===== config.mk =====
export PLATFORM = sky130hd
export DESIGN_NAME = memory_read_unit
export DESIGN_NICKNAME = d
export VERILOG_FILES = /design/src/rtl/memory_read_unit.sv
export SDC_FILE = /design/constraint.sdc
export NUM_CORES = 1
export LEC_CHECK = 0
export CORE_ASPECT_RATIO = 1.2
export CORE_UTILIZATION = 38
export DETAILED_ROUTE_END_ITERATION = 10
export GPL_ROUTABILITY_DRIVEN = 0
export GPL_TIMING_DRIVEN = 0
export PLACE_DENSITY_LB_ADDON = 0.12
export SKIP_LAST_GASP = 1
export SLEW_MARGIN = 10
export SYNTH_ARGS = -nofsm -noshare
export SYNTH_HDL_FRONTEND = slang
export SYNTH_SLANG_ARGS = --single-unit

===== constraint.sdc =====
create_clock -name CLK -period 5.7 [get_ports CLK]
set_input_delay 1.14 -clock CLK [delete_from_list [all_inputs] [get_ports CLK]]
set_output_delay 1.14 -clock CLK [all_outputs]
set_load 0.1 [all_outputs]

===== src/rtl/memory_read_unit.sv =====
// Second memory-stage read responder: issues up to two word reads to the data
// cache in order and merges the returned bytes into one right-justified word.
module memory_read_unit (
  input  logic        CLK,
  input  logic        RST,
  input  logic        V,
  input  logic        RD_ADDR1_V,
  input  logic [31:0] RA_RD_ADDR1,
  input  logic [3:0]  RA_RD_SIZE1,
  input  logic        RD_ADDR2_V,
  input  logic [31:0] RA_RD_ADDR2,
  input  logic [3:0]  RA_RD_SIZE2,
  input  logic        FLUSH,
  input  logic        DC_READY,
  input  logic [31:0] DC_DATA,
  output logic        DC_REQ,
  output logic [31:0] DC_ADDR,
  output logic [31:0] RD_DATA,
  output logic        RD_DATA_V,
  output logic        STALL_OUT
);

  typedef enum logic [1:0] {IDLE, REQ1, REQ2, DONE} state_t;

  state_t      state, state_next;
  logic [31:0] addr1, addr2;
  logic [3:0]  size1, size2;
  logic        addr2_v;
  logic [31:0] buffer, buffer_next;
  logic        accept;
  logic        load_result;
  logic [2:0]  src;
  logic [3:0]  dst;

  always_comb begin
    accept = ((state == IDLE) || (state == DONE)) && V && RD_ADDR1_V && !FLUSH;
  end

  // Next state and merge buffer; the buffer is cleared on accept, so only the
  // bytes that actually receive data are written afterwards.
  always_comb begin
    state_next  = state;
    buffer_next = buffer;
    load_result = 1'b0;
    src         = '0;
    dst         = '0;
    case (state)
      IDLE: begin
        if (accept) begin
          state_next  = REQ1;
          buffer_next = '0;
        end
      end
      REQ1: begin
        if (DC_READY) begin
          for (int i = 0; i < 4; i++) begin
            src = {1'b0, addr1[1:0]} + 3'(i);
            if ((4'(i) < size1) && !src[2]) begin
              buffer_next[8*i +: 8] = DC_DATA[{src[1:0], 3'b000} +: 8];
            end
          end
          state_next  = addr2_v ? REQ2 : DONE;
          load_result = !addr2_v;
        end
      end
      REQ2: begin
        if (DC_READY) begin
          for (int j = 0; j < 4; j++) begin
            dst = size1 + 4'(j);
            if ((4'(j) < size2) && (dst < 4'd4)) begin
              buffer_next[{dst[1:0], 3'b000} +: 8] = DC_DATA[8*j +: 8];
            end
          end
          state_next  = DONE;
          load_result = 1'b1;
        end
      end
      DONE: begin
        if (accept) begin
          state_next  = REQ1;
          buffer_next = '0;
        end else begin
          state_next = IDLE;
        end
      end
      default: state_next = IDLE;
    endcase
    // A flush discards any same-cycle cache response.
    if (FLUSH) begin
      state_next  = IDLE;
      buffer_next = buffer;
      load_result = 1'b0;
    end
  end

  always_ff @(posedge CLK or posedge RST) begin
    if (RST) begin
      state   <= IDLE;
      addr1   <= '0;
      addr2   <= '0;
      size1   <= '0;
      size2   <= '0;
      addr2_v <= 1'b0;
      buffer  <= '0;
      RD_DATA <= '0;
    end else begin
      state  <= state_next;
      buffer <= buffer_next;
      if (accept) begin
        addr1   <= RA_RD_ADDR1;
        size1   <= RA_RD_SIZE1;
        addr2_v <= RD_ADDR2_V;
        addr2   <= RA_RD_ADDR2;
        size2   <= RA_RD_SIZE2;
      end
      if (load_result) begin
        RD_DATA <= buffer_next;
      end
    end
  end

  // Cache-facing outputs depend only on registered state.
  always_comb begin
    DC_REQ    = (state == REQ1) || (state == REQ2);
    STALL_OUT = (state == REQ1) || (state == REQ2);
    RD_DATA_V = (state == DONE);
    case (state)
      REQ1:    DC_ADDR = addr1 & 32'hFFFF_FFFC;
      REQ2:    DC_ADDR = addr2 & 32'hFFFF_FFFC;
      default: DC_ADDR = '0;
    endcase
  end

endmodule


## Word level (Yosys, flattened, before mapping)

Index checks and enable logic that the tools add are counted.

| cells by class | value |
|---|---|
| add/subtract/negate cells | 10 |
| multipliers | 0 |
| divide/modulo/power cells | 0 |
| order comparisons | 12 |
| equality and inequality tests | 6 |
| shift operators | 12 |
| mux-type cells | 35 |
| bitwise logic cells | 0 |
| reductions and logical operators | 20 |

Operators by type and width:

| cell | number |
|---|---|
| $mux 32 | 14 |
| $bwmux 32 | 4 |
| $shift 8x7->32 const A | 4 |
| $shiftx 32x6->8 | 4 |
| $shiftx 8x7->32 | 4 |
| $pmux 32 s3 | 1 |
| $pmux 32 s2 | 1 |
| $mux 8 | 4 |
| $neg 5->7 | 4 |
| $lt 1x4->1 const A | 4 |
| $lt 2x4->1 const A | 4 |
| $lt 4x3->1 const B | 4 |
| $logic_and 1x1->1 | 10 |
| $ne 3x3->1 const B | 3 |
| $add 4x2->4 const B | 2 |
| $mux 2 | 4 |
| $pmux 2 s4 | 1 |
| $add 2x2->3 const B | 2 |
| $logic_not 1->1 | 5 |
| $mux 1 | 5 |
| $add 4x1->4 const B | 1 |
| $eq 2x2->1 const B | 2 |
| $add 2x1->3 const B | 1 |
| $reduce_and 3->1 | 1 |
| 5 further kinds | 6 |

| word-level totals | value |
|---|---|
| bits in registers | 139 |
| bits in latches | 0 |
| bits in writable memories | 0 |
| bits in read-only memories | 0 |
| input port bits | 111 |
| word-level logic and storage cells | 103 |
| memories kept | 0 |

## Logic depth before layout (Yosys ltp)

| depth | value |
|---|---|
| depth in word-level cells | 19 |
| depth in mapped cells | 13 |

## Worst setup path before layout

OpenSTA, ideal clock, no wires.

| timing | value |
|---|---|
| kind | flip-flop to output port |
| start | register state[0] |
| end | output DC_ADDR[10] |
| arrival time | 3.239 ns |
| data required time | 4.560 ns |
| path slack | 1.321 ns |
| cell stages (with the launch flop) | 6 |
| buffers on the path | 2 |
| cell sequence | dfrtp_1 -> inv_1 -> ha_1 -> clkbuf_1 -> clkbuf_1 -> nor2b_1 |

| between the ends | value |
|---|---|
| cells in the longest elaborated chain, start to end | 2 |
| elaborated cells on any way between the ends | 3 |

RTL lines:

| element | line | text |
|---|---|---|
| start, declared | 25 | `state_t state, state_next;` |
| start signal, assigned | 107 | `state <= state_next;` |
| $eq 2x2->1 / $eq 2x1->1 (equally long branches) | 127 | `case (state)` |
| $pmux 32 s2 (*) | 127 |  |
| end, declared | 17 | `output logic [31:0] DC_ADDR,` |

Mark *: on every way between the ends. The rest lies on a longest branch, timed or not.

## Final worst setup path

| timing | value |
|---|---|
| start | register state[1] |
| end | output DC_ADDR[2] |

Same word-level chain as after synthesis.

==> metrics.cfg <==
[outcome]
status=complete, no violations

[floorplan]
rows=64
die-area_um2=26700
fp.dieW_um=149
die_h_um=179
initial_core_util_pct=38.8
io_pins=178
core-area_um2=25500

[route]
drtIter0Drc=936
detail_route.vias_per_cell=6.34
post_drt_wl_per_cell_um=24.9
routed-via-count=9923
top_layer_used=met5
antenna_left=0
firstDrtPassIters=6
route.detailed.drc=0
drt_wl_total_mm=39.0
wl_met3_mm=3.88
met1_length_mm=15.0
dr_wl_met2_mm=17.6

[timing]
tns_ns=0
slew_headroom_pct=21.0
fmax_ghz=0.192
hold_viol=0
drv_slew=0
fin_crit_ns=5.21
setup_viol=0
finalClockSkew_ns=0.0126
fin_crit_sh_pct=91.4
tightest_slew_ns=1.18
rsz0062_at_grt=no

[cells_and_area]
area_delta_synth_final_pct=28.0
drive_gt1_share_pct=15.9
insertedDiodeCount=0
final_cell_area_um2=12700
fin_cells=1566
fin_util_pct=49.7
nets=1350

[power_and_ir_drop]
switching_share_pct=53.9
p_leak_nw=4.74
seqPwrFrac_pct=21.1
power.density_nw_per_um2=650
p_int_w=0.00380
power_frac_clock_pct=14.2
finalPower_w=0.00824
ir_drop_uv=444
power_switching_w=0.00444
pwr-share-comb_pct=64.7

[placed_design]
numPlacedInstances=1534
placed_cell_area_um2=12100
dp_hpwl_mm=28.8
io_buffers=172

[clocking]
insertion_delay_ns=0.45
max-clock-path-buffers=2
clkTransAtPathRegs_ns=0.06
h-tree-depth=4
root_buffer=clkbuf_16
post_cts_buffers=0
cts.sinks=137
tritoncts=built
numCtsBuffers=17
hold_buffers=0
postCtsResizedCells=0

[logic_synthesis]
yosysSeqAreaShare_pct=34.6
yosysWarnings=0
synthSimpleGateAreaFrac_pct=18.1
synth_edf_count=0
synth_area_um2=9910
synth-compound-area-share_pct=24.9
ys.flop_type=dfrtp_1
synth_xor_area_share_pct=0.758
synthAdderAreaFrac_pct=2.02
synth-async-reset-ratio_pct=100
synth_area_per_cell_um2=9.62
synth_top_family_by_area=compound AO/OA/AOI/OAI gates
yosys_register_bits=137
synth_mux_area_share_pct=14.7
ys_types=82
synthesis.instances=1030

[worst_setup_path]
critPathKind=reg -> out
r2r-start=size1[0]
cp-end-kind=output pin
cp.required_ns=4.56
cp_max_fo=10
rrSetupSlack_ns=1.51
crit_arrival_ns=4.07
reg2reg_to=RD_DATA[23]
rr_worst_depth=11
start_kind=flop

[hold_path]
min_path_cells=2
min_path_type=reg -> reg
hold-path-endpoint=RD_DATA[4]
hp-start=RD_DATA[4]

[global_routing]
grt_antenna_before_repair=1
grt_pass1_wl_mm=59.5
grt_pass1_vias=9957
overflow=0
grt_max_degree=107
grt_use_total_pct=30.0

[run]
drv_cap=0

## per-layer routing
| metal | vias to the layer above | track usage, % |
|---|---|---|
| met5 | - | 0 |
| met4 | 2 | 19.0 |
| met3 | 172 | 8.78 |
| met2 | 619 | 47.5 |
| met1 | 4744 | 35.7 |
| li1 | 4386 | - |
## critical path: stages, from the launching register on
cell and delay [ns]:
dfrtp_1 0.41, inv_1 0.10, ha_1 0.14, clkbuf_1 0.32, clkbuf_1 0.52, clkbuf_1 0.64, a22oi_1 0.14, nor2b_1 0.19
clkdlybuf4s50_1 1.16
## area by class of cell
| cell class | instances | area [µm²] |
|---|---|---|
| clock buffers | 19 | 433 |
| clock inverters | 13 | 169 |
| plain buffers | 94 | 442 |
| repair buffers | 173 | 1750 |
| inverters | 12 | 52.6 |
| fillers | 2431 | 12900 |
| flip-flops and latches | 137 | 3430 |
| multi-input cells | 788 | 6000 |
| well taps | 330 | 413 |
## power by group through the flow
stage / clock network (W) / logic (W) / registers (W)
6_report: 0.00117 / 0.00534 / 0.00174
5_1_grt: 0.00122 / 0.00562 / 0.00181
4_1_cts: 0.00119 / 0.00525 / 0.00174
3_5_place_dp: 0 / 0.00522 / 0.00175
3_3_place_gp: 0 / 0.00518 / 0.00174
2_1_floorplan: 0 / 0.00317 / 0.00232
## logic make-up after synthesis
group                      count (synthesis)
other                                      1
muxes                                    106
DFF                                      137
and+or+nand+nor                          325
buffers and inverters                    106
adders and majority gates                 16
xor gates and xnor gates                   6
AOI/OAI and AO/OA                        333
## placed cells by master, fill, tap and decap left out, types with 10 or more instances in the layout
| cell type | synthesis | routed |
|---|---|---|
| a211oi_1 | 16 | 16 |
| a21oi_1 | 44 | 44 |
| a221oi_1 | 11 | 11 |
| a22o_1 | 30 | 30 |
| a22oi_1 | 64 | 64 |
| a31oi_1 | 11 | 11 |
| buf_2 | 19 | 19 |
| clkbuf_1 | 54 | 56 |
| clkbuf_16 | 0 | 17 |
| clkdlybuf4s50_1 | 0 | 172 |
| dfrtp_1 | 137 | 137 |
| ha_1 | 16 | 16 |
| inv_1 | 11 | 10 |
| mux2_2 | 76 | 76 |
| mux4_2 | 24 | 24 |
| nand2_1 | 78 | 78 |
| nand2b_1 | 25 | 25 |
| nand3_1 | 16 | 16 |
| nand4_1 | 34 | 34 |
| nor2_1 | 48 | 48 |
| nor2b_1 | 44 | 44 |
| nor3_1 | 12 | 12 |
| o211ai_1 | 10 | 10 |
| o21ai_0 | 43 | 43 |
| o31ai_1 | 23 | 23 |
| or4_1 | 13 | 13 |
## how the worst max path moves through the flow
stage / from / endpoint / slack [ns] / depth (start not counted)
2_1_floorplan: RST / RD_DATA[0] / 0.89 / 1
3_3_place_gp: RST / RD_DATA[20] / -1.42 / 2
3_5_place_dp: state[1] / DC_ADDR[2] / 0.90 / 8
4_1_cts: state[1] / DC_ADDR[2] / 0.41 / 8
5_1_grt: state[1] / DC_ADDR[8] / 0.29 / 8
6_report: state[1] / DC_ADDR[2] / 0.49 / 8
## cell usage after synthesis, types with 5 or more instances
master	n	area (µm²)
a31oi_1	11	68.8
buf_2	19	95.1
and2_1	5	31.3
nor2b_1	44	275
nand2b_1	25	156
mux2_2	76	856
a221oi_1	11	96.3
nor4_1	9	56.3
dfrtp_1	137	3430
o21ai_0	43	215
o31ai_1	23	173
a2111o_1	6	67.6
nor2_1	48	180
a221o_1	6	60.1
or3_1	9	56.3
clkbuf_1	54	203
or4_1	13	97.6
o41ai_1	8	70.1
o211ai_1	10	75.1
a21oi_1	44	220
buf_4	5	37.5
nand4_1	34	213
ha_1	16	200
a22o_1	30	263
a211oi_1	16	120
o21ai_1	9	45.0
a2111oi_2	7	105
inv_1	11	41.3
a22oi_1	64	480
nor3_1	12	60.1
nand3_1	16	80.1
a2111oi_0	6	52.6
mux4_2	24	541
nand2_1	78	293
buf_1	9	33.8
nor3b_1	9	67.6
mux2i_1	6	60.1
buf_6	6	67.6
o22ai_1	8	50.1
## flip-flops by register name, summed over array words and instances (netlist names)
| register | cells |
|---|---|
| addr2_v | 1 |
| state | 2 |
| RD_DATA | 32 |
| size1 | 4 |
| addr1 | 32 |
| buffer | 32 |
| size2 | 4 |
| addr2 | 30 |
## through the flow
stage / setup slack [ns] / hold slack, ns
2_1_floorplan: 0.892 / 0.481
3_3_place_gp: -1.42 / 0.465
3_5_place_dp: 0.900 / 0.469
4_1_cts: 0.407 / 0.485
5_1_grt: 0.290 / 0.506
6_report: 0.492 / 0.478
(Power assumes the default switching activity.)
